**src/rtl/instr_feeder_pkg.sv**
```systemverilog
// Shared types for the instruction feeder.
// Latency: n/a (types and constants only).
// Backpressure: n/a.
package feeder_pkg;

  // Sequencer states.
  typedef enum logic [2:0] {
    IDLE  = 3'd0,
    ISSUE = 3'd1,
    WAIT  = 3'd2,
    GAP   = 3'd3,
    ERR   = 3'd4
  } feeder_state_t;

  // Watchdog counter width; wide enough for any practical TIMEOUT.
  localparam int WDOG_W = 16;

endpackage

```
**src/rtl/instr_feeder_if.sv**
```systemverilog
// Host program/control port plus core instruction port of the feeder.
// Latency: n/a (wiring only).
// Backpressure: core paces the feeder through done; host writes drop while busy.
interface instr_feeder_if #(
  parameter int AW = 5
) ();

  logic          wr_en;
  logic [AW-1:0] wr_addr;
  logic [15:0]   wr_data;
  logic          start;
  logic [AW:0]   len;
  logic [15:0]   din;
  logic          run;
  logic          done;
  logic          busy;
  logic          finished;
  logic          error;
  logic [AW-1:0] pc;

  // Feeder side: drives the core and reports status.
  modport master (
    input  wr_en, wr_addr, wr_data, start, len, done,
    output din, run, busy, finished, error, pc
  );

  // Host/core side.
  modport slave (
    output wr_en, wr_addr, wr_data, start, len, done,
    input  din, run, busy, finished, error, pc
  );

endinterface

```
**src/rtl/instr_feeder_ram.sv**
```systemverilog
// Program store: DEPTH x 16, synchronous write, asynchronous read, no reset.
// Latency: write visible to reads the cycle after the write edge; read is combinational.
// Backpressure: none; the caller gates the write enable.
module feeder_ram #(
  parameter int DEPTH = 32,
  parameter int AW    = 5
) (
  input  logic          clk,
  input  logic          we,
  input  logic [AW-1:0] waddr,
  input  logic [15:0]   wdata,
  input  logic [AW-1:0] raddr,
  output logic [15:0]   rdata
);

  logic [15:0] mem [DEPTH];

  // Host write port.
  always_ff @(posedge clk) begin
    if (we) begin
      mem[waddr] <= wdata;
    end
  end

  assign rdata = mem[raddr];

endmodule

```
**src/rtl/instr_feeder.sv**
```systemverilog
// Program sequencer: issues RAM words to the core one at a time, with a watchdog.
// Latency: start -> run 1 cycle; done -> next run 2 cycles; final done -> finished 1 cycle.
// Backpressure: each word is held until the core's done; start/writes ignored while busy.
module instr_feeder
  import feeder_pkg::*;
#(
  parameter int DEPTH   = 32,
  parameter int AW      = 5,
  parameter int TIMEOUT = 64
) (
  input logic            clk,
  input logic            reset,
  instr_feeder_if.master bus
);

  feeder_state_t     state_q, state_d;
  logic [AW-1:0]     pc_q, pc_d;
  logic [AW:0]       len_q, len_d;
  logic [15:0]       din_q, din_d;
  logic [WDOG_W-1:0] wdog_q, wdog_d;
  logic              run_q, run_d;
  logic              fin_q, fin_d;
  logic              err_q, err_d;

  logic              busy;
  logic [AW-1:0]     rd_addr;
  logic [15:0]       rd_data;

  assign busy = (state_q == ISSUE) || (state_q == WAIT) || (state_q == GAP);

  // Only WAIT needs the next word; otherwise address 0 is presented for start.
  assign rd_addr = (state_q == WAIT) ? pc_q + AW'(1) : '0;

  // Asynchronous read means a same-cycle start sees mem[0] before a write lands.
  feeder_ram #(.DEPTH(DEPTH), .AW(AW)) u_ram (
    .clk   (clk),
    .we    (bus.wr_en && !busy),
    .waddr (bus.wr_addr),
    .wdata (bus.wr_data),
    .raddr (rd_addr),
    .rdata (rd_data)
  );

  // Next-state and output-register logic.
  always_comb begin
    state_d = state_q;
    pc_d    = pc_q;
    len_d   = len_q;
    din_d   = din_q;
    wdog_d  = wdog_q;
    run_d   = 1'b0;
    fin_d   = 1'b0;
    err_d   = err_q;
    unique case (state_q)
      IDLE, ERR: begin
        if (bus.start) begin
          err_d   = 1'b0;
          state_d = IDLE;
          if (bus.len == '0) begin
            fin_d = 1'b1;
          end else begin
            len_d   = bus.len;
            pc_d    = '0;
            din_d   = rd_data;
            run_d   = 1'b1;
            state_d = ISSUE;
          end
        end
      end
      ISSUE: begin
        wdog_d  = '0;
        state_d = WAIT;
      end
      WAIT: begin
        wdog_d = wdog_q + WDOG_W'(1);
        if (bus.done) begin
          if ({1'b0, pc_q} == len_q - (AW+1)'(1)) begin
            fin_d   = 1'b1;
            state_d = IDLE;
          end else begin
            pc_d    = pc_q + AW'(1);
            din_d   = rd_data;
            state_d = GAP;
          end
        end else if (wdog_q == WDOG_W'(TIMEOUT - 2)) begin
          // Incremented count reaches TIMEOUT-1: error lands TIMEOUT cycles after run.
          err_d   = 1'b1;
          state_d = ERR;
        end
      end
      GAP: begin
        run_d   = 1'b1;
        state_d = ISSUE;
      end
      default: state_d = IDLE;
    endcase
  end

  // State and output registers with synchronous reset.
  always_ff @(posedge clk) begin
    if (reset) begin
      state_q <= IDLE;
      pc_q    <= '0;
      len_q   <= '0;
      din_q   <= '0;
      wdog_q  <= '0;
      run_q   <= 1'b0;
      fin_q   <= 1'b0;
      err_q   <= 1'b0;
    end else begin
      state_q <= state_d;
      pc_q    <= pc_d;
      len_q   <= len_d;
      din_q   <= din_d;
      wdog_q  <= wdog_d;
      run_q   <= run_d;
      fin_q   <= fin_d;
      err_q   <= err_d;
    end
  end

  assign bus.din      = din_q;
  assign bus.run      = run_q;
  assign bus.busy     = busy;
  assign bus.finished = fin_q;
  assign bus.error    = err_q;
  assign bus.pc       = pc_q;

endmodule

```
**src/flat_wrapper.sv**
```systemverilog
// flat-port wrapper written by rule: the top's interface ports become plain ports
module instr_feeder_flat import feeder_pkg::*;
#(
  parameter int DEPTH   = 32,
  parameter int AW      = 5,
  parameter int TIMEOUT = 64
)
  (clk, reset, bus_wr_en, bus_wr_addr, bus_wr_data, bus_start, bus_len, bus_done, bus_din, bus_run, bus_busy, bus_finished, bus_error, bus_pc);
  instr_feeder_if #(.AW(AW)) bus_i ();
  input logic clk;
  input logic reset;
  input wire logic [$bits(bus_i.wr_en)-1:0] bus_wr_en;
  input wire logic [$bits(bus_i.wr_addr)-1:0] bus_wr_addr;
  input wire logic [$bits(bus_i.wr_data)-1:0] bus_wr_data;
  input wire logic [$bits(bus_i.start)-1:0] bus_start;
  input wire logic [$bits(bus_i.len)-1:0] bus_len;
  input wire logic [$bits(bus_i.done)-1:0] bus_done;
  output wire logic [$bits(bus_i.din)-1:0] bus_din;
  output wire logic [$bits(bus_i.run)-1:0] bus_run;
  output wire logic [$bits(bus_i.busy)-1:0] bus_busy;
  output wire logic [$bits(bus_i.finished)-1:0] bus_finished;
  output wire logic [$bits(bus_i.error)-1:0] bus_error;
  output wire logic [$bits(bus_i.pc)-1:0] bus_pc;
  assign bus_i.wr_en = bus_wr_en;
  assign bus_i.wr_addr = bus_wr_addr;
  assign bus_i.wr_data = bus_wr_data;
  assign bus_i.start = bus_start;
  assign bus_i.len = bus_len;
  assign bus_i.done = bus_done;
  assign bus_din = bus_i.din;
  assign bus_run = bus_i.run;
  assign bus_busy = bus_i.busy;
  assign bus_finished = bus_i.finished;
  assign bus_error = bus_i.error;
  assign bus_pc = bus_i.pc;
  instr_feeder #(.DEPTH(DEPTH), .AW(AW), .TIMEOUT(TIMEOUT)) u_core (.clk(clk), .reset(reset), .bus(bus_i));
endmodule
```
**config.mk**
```make
export PLATFORM = sky130hd
export DESIGN_NAME = instr_feeder_flat
export DESIGN_NICKNAME = d
export VERILOG_FILES = /design/src/rtl/instr_feeder_pkg.sv /design/src/rtl/instr_feeder_if.sv /design/src/rtl/instr_feeder_ram.sv /design/src/rtl/instr_feeder.sv /design/src/flat_wrapper.sv
export SDC_FILE = /design/constraint.sdc
export NUM_CORES = 1
export LEC_CHECK = 0
export BUFFER_PORTS_ARGS = -buffer_cell sky130_fd_sc_hd__buf_2
export CORE_AREA = 4 4 195 197
export DETAILED_ROUTE_END_ITERATION = 10
export DIE_AREA = 0 0 199 201
export PLACE_DENSITY = 0.82
export SLEW_MARGIN = 20
export SYNTH_ARGS = -nofsm -noshare
export SYNTH_HDL_FRONTEND = slang
export SYNTH_SLANG_ARGS = --single-unit
```
**constraint.sdc**
```tcl
create_clock -name clk -period 4.9 [get_ports clk]
set_input_delay 0.245 -clock clk [delete_from_list [all_inputs] [get_ports clk]]
set_output_delay 0.245 -clock clk [all_outputs]
set_load 0.01 [all_outputs]
```
Yosys cells after proc, flatten, opt, wreduce, memory -nomap -nowiden
Memory sizes are Yosys's and may differ from the RTL's.
Index checks and enable logic that the tools add are counted.
{"block": "classes", "n_addsub": 3, "n_eq_ne": 13, "mux": 32, "bitwise_logic": 1, "n_reduce_logical": 13}
{"cell": "$mux W16", "n": 4}
{"cell": "$pmux W16 S2", "n": 2}
{"cell": "$mux W5", "n": 5}
{"cell": "$add A16 B1 Y16 const B", "n": 1}
{"cell": "$eq A16 B6 Y1 const B", "n": 1}
{"cell": "$mux W1", "n": 12}
{"cell": "$ne A2 B2 Y1 const B", "n": 6}
{"cell": "$pmux W3 S4", "n": 1}
{"cell": "$pmux W5 S2", "n": 1}
{"cell": "$mux W3", "n": 3}
{"cell": "$eq A3 B2 Y1 const B", "n": 2}
{"cell": "$eq A5 B6 Y1", "n": 1}
{"cell": "$logic_not A6 Y1", "n": 1}
{"cell": "$pmux W1 S2", "n": 3}
{"cell": "$sub A6 B1 Y6 const B", "n": 1}
{"cell": "$add A5 B1 Y5 const B", "n": 1}
{"cell": "$reduce_and A5 Y1", "n": 1}
{"cell": "$reduce_and A4 Y1", "n": 1}
{"cell": "$reduce_bool A2 Y1", "n": 2}
{"cell": "$eq A3 B1 Y1 const B", "n": 1}
{"cell": "$eq A3 B3 Y1 const B", "n": 1}
{"cell": "$logic_not A3 Y1", "n": 1}
{"cell": "$ne A3 B3 Y1 const B", "n": 1}
{"cell": "$reduce_and A3 Y1", "n": 1}
{"cell": "other kinds (7)", "n": 8}
{"block": "word_totals", "ff_bits": 49, "ram_bits": 512, "input_bits": 32, "out_inout_bits": 25, "word_cells": 71, "mem_count": 1}
{"name": "u_core.u_ram.mem", "depth": 32, "width": 16, "rd": 1, "rd_clocked_by_memory_dff": 0, "wr": 1, "line": "instr_feeder_ram.sv:16", "source": "logic [15:0] mem [DEPTH];"}

Logic depth before layout (Yosys ltp)
Gate-level depths: netlist of run 1.
{"block": "depth", "ltp_word": 7, "mapped_depth": 10, "ltp_nobuf": 8}

Hierarchy
From an unflattened synthesis of run 1, not the netlist that was laid out.
{"block": "hier_totals", "cells_unflattened": 1422, "area_unflattened_um2": 22768.1}
{"mod": "feeder_ram", "instances": 1, "cells_each": 1127, "area_each_um2": 20215.6, "seq_area_each_um2": 15374.7}
{"mod": "instr_feeder", "instances": 1, "cells_each": 295, "area_each_um2": 2552.4, "seq_area_each_um2": 980.9}

Least setup slack after synthesis of run 1
Ideal clock, no wire load.
{"block": "synth_timing", "kind": "flip-flop to flip-flop", "startpoint": "register u_core.state_q[0]", "endpoint": "memory u_core.u_ram.mem[16][0], enable pin", "setup_ps": 388, "t_arrival_ps": 2118, "required_time_ps": 4512, "setup_slack_ps": 2393, "path_stages_with_launch": 7, "n_path_buf": 1, "period_less_slack_ps": 2507, "cell_sequence": "dfxtp_1 > buf_4 > nor2_1 > nor2_1 > nor3b_1 > nand3b_1 > nor2_1"}
{"block": "synth_via", "elab_chain_len": 7, "elab_cells_between_ends": 9, "cone_classes": "eq/ne (3); mux (2); reduce/logical (4)"}
{"item": "start, declared", "line": "instr_feeder.sv:16", "source": "feeder_state_t state_q, state_d;"}
{"item": "start signal, assigned", "line": "instr_feeder.sv:111", "source": "state_q <= state_d;"}
{"item": "$eq A3 B1 Y1 / $eq A3 B2 Y1 (equally long branches)", "line": "instr_feeder.sv:29", "source": "assign busy = (state_q == ISSUE) || (state_q == WAIT) || (state_q == GAP);"}
{"item": "$logic_or A1 B1 Y1", "line": "instr_feeder.sv:29"}
{"item": "$logic_or A1 B1 Y1 (*)", "line": "instr_feeder.sv:29"}
{"item": "named net bus_busy", "line": "flat_wrapper.sv:20", "source": "output wire logic [$bits(bus_i.busy)-1:0] bus_busy;"}
{"item": "$logic_not A1 Y1 (*)", "line": "instr_feeder.sv:37", "source": ".we (bus.wr_en && !busy),"}
{"item": "$logic_and A1 B1 Y1 (*)", "line": "instr_feeder.sv:37"}
{"item": "$mux W1 (*)", "line": "instr_feeder_ram.sv:20", "source": "if (we) begin"}
{"item": "$mux W1 (not written as such) (*)", "line": "instr_feeder_ram.sv:21", "source": "mem[waddr] <= wdata;"}
{"item": "end, declared", "line": "instr_feeder_ram.sv:16"}
The timed path passes the listed nets; every way through them passes the cells marked *.

Worst setup path in the final report of run 1
{"block": "layout_timing", "startpoint": "register u_core.pc_q[0] (netlist: u_core.bus.pc[0])", "endpoint": "register u_core.din_q[1] (netlist: u_core.bus.din[1])"}
{"block": "layout_via", "elab_chain_len": 6, "elab_cells_between_ends": 11, "cone_classes": "add/sub (1); eq/ne (2); mux (6); reduce/logical (1); memory (1)"}
{"item": "start, declared", "line": "instr_feeder.sv:17", "source": "logic [AW-1:0] pc_q, pc_d;"}
{"item": "start signal, assigned", "line": "instr_feeder.sv:112", "source": "pc_q <= pc_d;"}
{"item": "$add A5 B1 Y5", "line": "instr_feeder.sv:32", "source": "assign rd_addr = (state_q == WAIT) ? pc_q + AW'(1) : '0;"}
{"item": "$mux W5", "line": "instr_feeder.sv:32"}
{"item": "$mem_v2 Z32 W16"}
{"item": "$mux W16 (on tied branches)", "line": "instr_feeder.sv:77, instr_feeder.sv:59"}
{"item": "$mux W16 (on tied branches)", "line": "instr_feeder.sv:76, instr_feeder.sv:56"}
{"item": "$pmux W16 S2", "line": "instr_feeder.sv:54", "source": "unique case (state_q)"}
{"item": "end signal, assigned", "line": "instr_feeder.sv:114", "source": "din_q <= din_d;"}
{"item": "end, declared", "line": "instr_feeder.sv:19", "source": "logic [15:0] din_q, din_d;"}
Parallel ways exist; a longest one is shown, timed or not. The select of a mux whose other input is x is not followed.
A chain may end at the register's enable or synchronous reset.

==> results by stage, run 1 <==
Floorplan:
- The region available for standard cell placement spans around 36,000 um2.
- After floorplanning, the core was divided into 70 placement rows.
- The floorplan step set the die height to 201 um.
- The effective utilization at floorplan is 0.6430.
- The number of top-level design ports is 57.
- The horizontal die dimension is 199 um.
- The floorplan step defined a die boundary enclosing roughly 40,000 um2.

Critical path:
- The number of cells on the worst reg-to-reg path is 7.
- The worst register-to-register path begins at u_core.bus.pc[0].
- The worst path required time is 5390 ps.
- The cell with the largest stage delay on the worst path is sky130_fd_sc_hd__dfxtp_4.
- The flop-to-flop setup slack is 1470 ps.
- The worst register-to-register path ends at u_core.bus.din[1].
- STA classifies the critical path startpoint as a flip-flop.
- The critical path goes through ha_4, xnor2_1, nand2b_4, o2111ai_1, o211ai_1, nand4_1, a22o_1.
- STA classifies the critical path endpoint as a flip-flop.
- The longest individual stage delay on the worst path is between 800 and 900 ps.
- By startpoint and endpoint, the worst setup path is classified as reg2reg.
- The highest net fanout along the worst path is 91.
- STA puts the critical path data arrival time at slightly below 4000 ps.

Yosys:
- Counting every net in the synthesized netlist gives around 1,700.
- During synthesis, Yosys emitted a total of 0 warnings.
- The average cell area after synthesis is 14.29 um2.
- The fraction of the yosys area taken by sequential cells is 0.7015.
- The number of distinct library cells after synthesis is 69.
- Synthesis inferred approximately 560 register bits.
- Yosys mapped a number of flops with a built-in enable equal to 512.
- The share of Yosys cell area claimed by the top area cell type is 0.6594.
- The predominant post-synthesis flop cell is sky130_fd_sc_hd__edfxtp_1.
- The largest total area in the synthesized netlist belongs to sky130_fd_sc_hd__edfxtp_1.
- For this run, asynchronously set or reset flops after synthesis account for 0.
- Synthesis produced a netlist whose cell count is 1,631.
- The synthesized netlist occupies a cell area of ~23,000 um2.
- By area the synthesized netlist is led by sky130_fd_sc_hd__edfxtp_1 (66%), sky130_fd_sc_hd__dfxtp_1 (4.2%), sky130_fd_sc_hd__nand2_1 (3.1%), sky130_fd_sc_hd__mux2_2 (2.9%), sky130_fd_sc_hd__o2111ai_1 (2.3%).

Power and ir drop:
- In this run the power spent charging and discharging nets is 2.642 mW.
- The share of total power dissipated in the clock network is 0.379.
- The fraction of power spent switching nets is 0.2492.
- Total power for the finished layout comes to 10.60 mW.
- In this run the static leakage power is 8.197 nW.
- The fraction of power consumed by combinational cells is 0.113.
- The cell area power density is 411.9 nW/um2.
- The worst-case IR drop observed on VDD is around 0.35 mV.
- Of the total power, registers draw 0.508.
- The design internal power is 7.960 mW.

Detailed routing:
- The first-pass iteration count of the detailed router is 9.
- The number of vias in the routed layout is around 15,000.
- The wire length per cell is 27.58 um.
- In this run, the number of DRC markers left after iteration 0 of detailed routing was 2,581.
- After detailed routing, the number of remaining DRC violations is 0.
- After detailed routing, the total wire length is approximately 60 mm.
- The remaining number of nets flagged by the antenna check after routing is 0.
- After detailed routing, the number of vias per cell comes to 7.010.

Timing:
- The final-report setup violation count is 0.
- Final hold analysis gives a worst-case slack of 55.36 ps.
- Measured against its own limit, the worst slew margin works out to 0.1695.
- For this run, the top clock speed supported by timing is 291.6 MHz.
- The final clock skew is 22.04 ps.
- Setup repair after global routing left no endpoint under its margin.
- The count of final hold-check violations is 0.
- The number of max-slew violations in the final report is 0.
- Adding up every negative setup slack in the final design gives 0 ps.
- The clock period minus worst slack is 3429 ps.
- The setup slack of the critical path after layout is 1471 ps.
- The slew at the pin closest to its max-slew limit is 1246 ps.
- The period utilization is 0.6999.

Layout:
- The fraction of final layout cells sized beyond drive strength 1 is 0.1507.
- The fill cell instance count of the final layout is 2,264.
- The net count reported at finish is 1,697.
- Relative to the synthesized area, the layout overhead comes to 10.41%.
- 0 antenna diodes ended up in the layout.

Hold path:
- The worst min-delay path category is in2reg.
- The hold path startpoint is bus_start.
- The worst hold path cell count is 3.
- The worst hold path terminates at u_core.bus.error.

Clocking:
- TritonCTS built the clock tree.
- CTS saw between 500 and 600 sinks.
- CTS placed an instance of sky130_fd_sc_hd__clkbuf_16 at the clock tree root.
- Clock-pin slew was measured on the worst setup and hold paths at 60 ps.
- The number of clock buffers added by TritonCTS is 54.
- Post-CTS timing repair inserted 0 buffers for setup.
- In this run the deepest clock path goes through 3 buffers.
- The clock tree synthesis step divided the H-tree into 2 levels.
- The clock insertion delay at the later pin of the skew report is 610 ps.

Placed design:
- The final estimated routing congestion in global placement is 0.8942.
- OpenSTA, run right after detailed placement, puts the worst setup slack at 1599 ps.
- The count of input and output buffers is 56.
- After legalization and detailed placement, the total HPWL measured 34.33 mm.

Global route:
- The initial antenna violation count is 3.
- The aggregate global routing overflow is 0.
- The maximum number of pins on one net before global-route repair is 188.
- The total global-route track usage is 0.2947.
- The first global-routing pass estimated 89.62 mm of wire.
- The number of global-route vias before repair is 14,530.

Flow run:
- The max-capacitance violation count is 0.

Status:
- The flow ran to the end, and the final reports show no timing, DRC or antenna violations.
## cells in the mapped netlist, drive strengths merged, types with 20 or more instances
cell type	instances
edfxtp	512
nor2b	78
mux2	61
a221oi	48
a31oi	20
nand4	20
o211ai	69
buf	61
nand3	20
nand2	193
nor2	55
clkbuf	64
o2111ai	60
dfxtp	49
a22oi	60
mux2i	52
a21oi	74
## layout make-up
type | count | area [um2] | area share
multi-input combinational | 936 | 6402 | 0.2487
clock inverter | 31 | 275.3 | 0.01069
inverter | 9 | 33.78 | 0.001312
tap | 468 | 585.6 | 0.02275
sequential | 561 | 16360 | 0.6355
timing repair buffer | 99 | 655.6 | 0.02547
clock buffer | 69 | 1429 | 0.05551
## cell families after synthesis
logic type / count (synthesis) / share of synthesized area
XOR/XNOR: 9 / 0.003703
flip-flops: 561 / 0.7015
adder cells (fa/ha/maj): 4 / 0.002147
multiplexers: 114 / 0.05275
buffers and inverters: 134 / 0.02673
AND/OR/NAND/NOR: 419 / 0.08833
AO/OA/AOI/OAI: 390 / 0.1248
## metal layers
metal	share of wire	up-vias	track usage
met5	0.00050	-	0
li1	-	6468	-
met4	0.034	6	0.09331
met1	0.37	7502	0.4183
met3	0.12	167	0.07536
met2	0.47	1089	0.4550
## sequential cells by signal (all words and copies together) (netlist names)
name,count
u_core.bus.error,1
u_core.state_q,3
u_core.bus.pc,5
u_core.wdog_q,16
u_core.bus.run,1
u_core.bus.din,16
u_core.bus.finished,1
u_core.u_ram.mem,512
u_core.len_q,6
## cell usage in the layout, fill, tap and decap left out, types with 20 or more instances in the layout
master / n
sky130_fd_sc_hd__dfxtp_1: 48
sky130_fd_sc_hd__a22oi_1: 60
sky130_fd_sc_hd__edfxtp_1: 512
sky130_fd_sc_hd__clkbuf_16: 55
sky130_fd_sc_hd__o2111ai_1: 60
sky130_fd_sc_hd__nand4_1: 20
sky130_fd_sc_hd__nand2_1: 193
sky130_fd_sc_hd__buf_4: 34
sky130_fd_sc_hd__a21oi_1: 72
sky130_fd_sc_hd__buf_2: 56
sky130_fd_sc_hd__o211ai_1: 69
sky130_fd_sc_hd__nor2_1: 46
sky130_fd_sc_hd__nor2b_1: 78
sky130_fd_sc_hd__mux2i_1: 52
sky130_fd_sc_hd__mux2_2: 61
sky130_fd_sc_hd__a221oi_1: 48
## critical path, delay by kind of cell, from the launching register on
| family | cells | cell delay [ps] |
|---|---|---|
| AO/OA/AOI/OAI | 3 | 980 |
| AND/OR/NAND/NOR | 2 | 1000 |
| XOR/XNOR | 1 | 130 |
| adder cells (fa/ha/maj) | 1 | 240 |
| flip-flops | 1 | 860 |
## timing repair
| action | in CTS | in global routing |
|---|---|---|
| gates resized for setup | 0 | 0 |
| endpoints found under the hold margin | 6 | 0 |
| hold buffers | 6 | 0 |
## worst max path at each step
stage / from / to / slack, ps / cells past startpoint
finish: u_core.bus.pc[0] / u_core.bus.din[1] / 1470 / 7
floorplan: u_core.state_q[0] / u_core.u_ram.mem[16][0] / 2390 / 6
global placement: u_core.bus.pc[0] / u_core.bus.din[14] / 1620 / 7
CTS: u_core.bus.pc[0] / u_core.bus.din[1] / 1570 / 7
detailed placement: u_core.bus.pc[0] / u_core.bus.din[1] / 1600 / 7
global route: u_core.bus.pc[0] / u_core.bus.din[5] / 1370 / 7
## per-stage QoR
step / cells / util / area, um2
after floorplan: 1631 / - / 23310
after global placement: 2066 / 0.6607 / 23960
after detailed placement: 2066 / 0.6607 / 23960
after CTS: 2172 / 0.7094 / 25720
after global routing: 2173 / 0.7099 / 25740
final: 2173 / 0.7099 / 25740
## power by group through the flow
stage	Combinational (mW)	Clock, mW	Sequential (mW)
after detailed placement	1.15	0	5.48
after global routing	1.28	4.25	5.38
after CTS	1.17	4.03	5.38
final	1.20	4.02	5.38
after global placement	1.13	0	5.47
after floorplan	0.777	0	5.44
Note: power is estimated with default switching activity, not from simulation.
==> run 2: changes to the inputs <==
--- a/config.mk
+++ b/config.mk
@@ -6,10 +6,10 @@
 export NUM_CORES = 1
 export LEC_CHECK = 0
 export BUFFER_PORTS_ARGS = -buffer_cell sky130_fd_sc_hd__buf_2
-export CORE_AREA = 4 4 195 197
+export CORE_AREA = 4 4 210 212
 export DETAILED_ROUTE_END_ITERATION = 10
-export DIE_AREA = 0 0 199 201
-export PLACE_DENSITY = 0.82
+export DIE_AREA = 0 0 214 216
+export PLACE_DENSITY = 0.75
 export SLEW_MARGIN = 20
 export SYNTH_ARGS = -nofsm -noshare
 export SYNTH_HDL_FRONTEND = slang
==> constraint.sdc (replaced) <==
create_clock -name clk -period 2.8 [get_ports clk]
set_input_delay 0.14 -clock clk [delete_from_list [all_inputs] [get_ports clk]]
set_output_delay 0.14 -clock clk [all_outputs]
set_load 0.01 [all_outputs]
==> run 2 against run 1 <==
Compared with the run above:
- sequential power up 75%
- global-route usage down 4.4 points
- flip-flop and latch count unchanged
- wire length down 1.1%
- clock-buffer cell count down 6
- hold slack better by 12 ps
- clock skew up 2.4 ps
- core utilization down 7.7 points
- total power up 80%
==> results by stage, run 2 (synthesis gave the netlist of run 1 again) <==
Status:
- The flow ran to the end, and the final reports show no timing, DRC or antenna violations.

Detailed routing:
- The routed design has 59.26 mm of wire.
- The number of vias in the routed layout is 14,940.
- The ratio of routed vias to standard cells is 6.528.
- The first detailed-routing pass ran for 6 iterations.
- The first routing iteration left between 2,000 and 2,500 violations.
- In the final routed layout, each cell accounts on average for roughly 26 um.
- The remaining design rule violation count is 0.
- The detail route stage leaves a number of antenna-violating nets equal to 0.

Power and ir drop:
- For this design the ratio of total power to cell area is 717.8 nW/um2.
- IR analysis of the VDD net gives a maximum drop of 0.9093 mV.
- The static leakage is around 8.6 nW.

Critical path:
- The endpoint identified for the worst register-to-register timing path is u_core.bus.din[12].
- The startpoint class of the critical path is a flip-flop.
- The critical path is of the reg2reg type.
- The number of cells on the worst reg-to-reg path is 7.
- The worst path required time is 3290 ps.
- The worst register-to-register path begins at u_core.state_q[0].
- The highest net fanout along the worst path is 60.
- The flop-to-flop setup slack is 160 ps.
- The arrival time of data at the critical path endpoint is 3130 ps.
- The endpoint kind of the worst setup timing path is a flip-flop.

Global route:
- The met2 layer usage reported by global route is 0.3998.
- The met3 capacity usage during global routing is 0.06653.
- The total overflow left after global routing is 0.
- The busiest metal layer after global routing is met2.
- The number of global-route vias before repair is approximately 15,000.
- The first global-routing pass estimated 89.39 mm of wire.
- For this run, the total global-route usage over all layers was measured as 0.2508.
- The maximum number of pins on one net before global-route repair is 85.
- The initial antenna violation count came to 0.
- The met1 routing resource usage after global routing is 0.3423.

Placed design:
- The instance area after placement is 24,650 um2.
- After detailed placement, the design holds a cell count of 2,177.
- The count of input and output buffers is 56.
- The HPWL after detailed placement is 34.73 mm.
- The final estimated routing congestion in global placement is 0.9196.
- The worst slack after detailed placement is 315.4 ps.

Floorplan:
- The initial utilization of the core area, before any placement, comes to 0.5558.
- The row count is 75.
- The number of top-level design ports is 57.
- The overall die area is 46,220 um2.
- After floorplanning, the core was sized to cover 41,950 um2.
- Measured along the x axis, the die boundary spans 214 um.
- The floorplan step set the die height to 216 um.

Layout:
- In the final layout, the share of cells above drive strength 1 is 0.1670.
- Leaving out fill and tap cells, the most frequent cell in the layout is sky130_fd_sc_hd__edfxtp_1.
- The largest register by flop count is u_core.u_ram.mem.
- The area added between synthesis and finish is 13.91%.
- The flip-flop count of the largest register, all copies and words added is a little over 500.
- The post-route standard cell area excluding fillers is 26,560 um2.
- In the final design database the tool counted 1,739 nets.
- The finished layout holds 2,288 standard cells, fillers aside.
- In the layout the commonest cells are sky130_fd_sc_hd__edfxtp_1 (512), sky130_fd_sc_hd__nand2_1 (193), sky130_fd_sc_hd__nor2b_1 (78).

Timing:
- For the pin with the worst max-slew slack, the measured transition is ~820 ps.
- The final worst hold slack is 67.74 ps.
- The worst-case headroom to the max-slew limit is 0.4503.
- The clock period minus worst slack is 2640 ps.
- The count of final hold-check violations is 0.
- The number of max-slew violations in the final report was 0.
- Setup violations remaining at the end of the flow were counted as 0.
- The final total negative setup slack is 0 ps.
- Across all setup checks in the final design, the least slack found is 160.2 ps.
- Across the routed clock network, the largest skew measured is 24.48 ps.
- Timing would allow up to 378.8 MHz.
- Dividing the final minimum period by the clock period gives 0.9428.
- Setup repair after global routing left no endpoint under its margin.

Clocking:
- The root buffer cell chosen for the clock tree is sky130_fd_sc_hd__clkbuf_16.
- Counting along the longest clock path gives a buffer depth of 3.
- The clock insertion delay at the later pin of the skew report is 610 ps.
- TritonCTS built the clock tree.
- The deepest level of the CTS H-tree is 2.
- The clock drives 561 sinks.
- The count of cells resized by post-cts repair is 0.
- The register clock-pin slew on the reported worst setup and hold paths is 60 ps.
- Counting the buffers created by CTS gives 55.

Hold path:
- For hold timing, the worst endpoint is u_core.wdog_q[0].
- The hold path startpoint is reset.
- The worst hold path cell count is 2.
- In this run the worst hold path is classified as in2reg.

Flow run:
- The tool flagged a number of max-cap violations equal to 0.
## run 2: cell count changes in the layout (fill, tap and decap cells not counted), moves of 2 or more
cell / change
sky130_fd_sc_hd__nor2_2: -8
sky130_fd_sc_hd__dlygate4sd3_1: +2
sky130_fd_sc_hd__clkinvlp_4: -2
sky130_fd_sc_hd__clkinv_1: +5
sky130_fd_sc_hd__buf_12: +25
sky130_fd_sc_hd__buf_4: +14
sky130_fd_sc_hd__bufinv_16: +4
sky130_fd_sc_hd__nor2_1: +8
sky130_fd_sc_hd__clkbuf_1: -7
## run 2: per-stage QoR
step | total power, mW | util
2_1_floorplan | 10.87 | -
3_3_place_gp | 11.62 | 0.5877
3_5_place_dp | 11.69 | 0.5877
4_1_cts | 19.10 | 0.6331
5_1_grt | 19.68 | 0.6331
6_report | 19.06 | 0.6331
## run 2: what timing repair did
item | in CTS | in global routing
setup endpoints to repair | 0 | 0
endpoints found under the hold margin | 12 | 0
hold buffers | 8 | 0
setup buffers | 0 | 0
## run 2: worst max path at each step
stage	startpoint	endpoint	cells after the start
global placement	u_core.bus.pc[0]	u_core.bus.din[11]	8
finish	u_core.state_q[0]	u_core.bus.din[12]	7
floorplan	u_core.state_q[0]	u_core.u_ram.mem[16][0]	6
global route	u_core.state_q[0]	u_core.bus.din[12]	7
CTS	u_core.state_q[1]	u_core.bus.din[5]	8
detailed placement	u_core.bus.pc[0]	u_core.bus.din[11]	8
## run 2: power by group
| group | switching [mW] | internal [mW] |
|---|---|---|
| clock network | 3.12 | 4.38 |
| registers | 0.125 | 9.27 |
| logic | 1.42 | 0.754 |
| total | 4.66 | 14.4 |
## run 2: critical path, stage by stage, from the launching register on
cell,delay [ps]
sky130_fd_sc_hd__dfxtp_1,670
sky130_fd_sc_hd__nor4b_4,100
sky130_fd_sc_hd__buf_12,230
sky130_fd_sc_hd__a221oi_1,350
sky130_fd_sc_hd__a21oi_1,130
sky130_fd_sc_hd__o211ai_1,550
sky130_fd_sc_hd__nand4_1,230
sky130_fd_sc_hd__a22o_1,230
## run 2: layer usage
metal	share of wire	vias up
met5	0	-
met4	0.030	0
met3	0.10	105
met2	0.46	798
met1	0.40	7471
li1	-	6563
## run 2: area by class of cell
type / count / area (um2)
Clock inverter: 39 / 396.6
Tap cell: 539 / 674.4
Clock buffer: 63 / 1428
Timing Repair Buffer: 140 / 1281
Multi-Input combinational cell: 936 / 6382
Inverter: 9 / 33.78
Antenna cell: 1 / 2.502
Sequential cell: 561 / 16360
Fill cell: 2924 / 15390
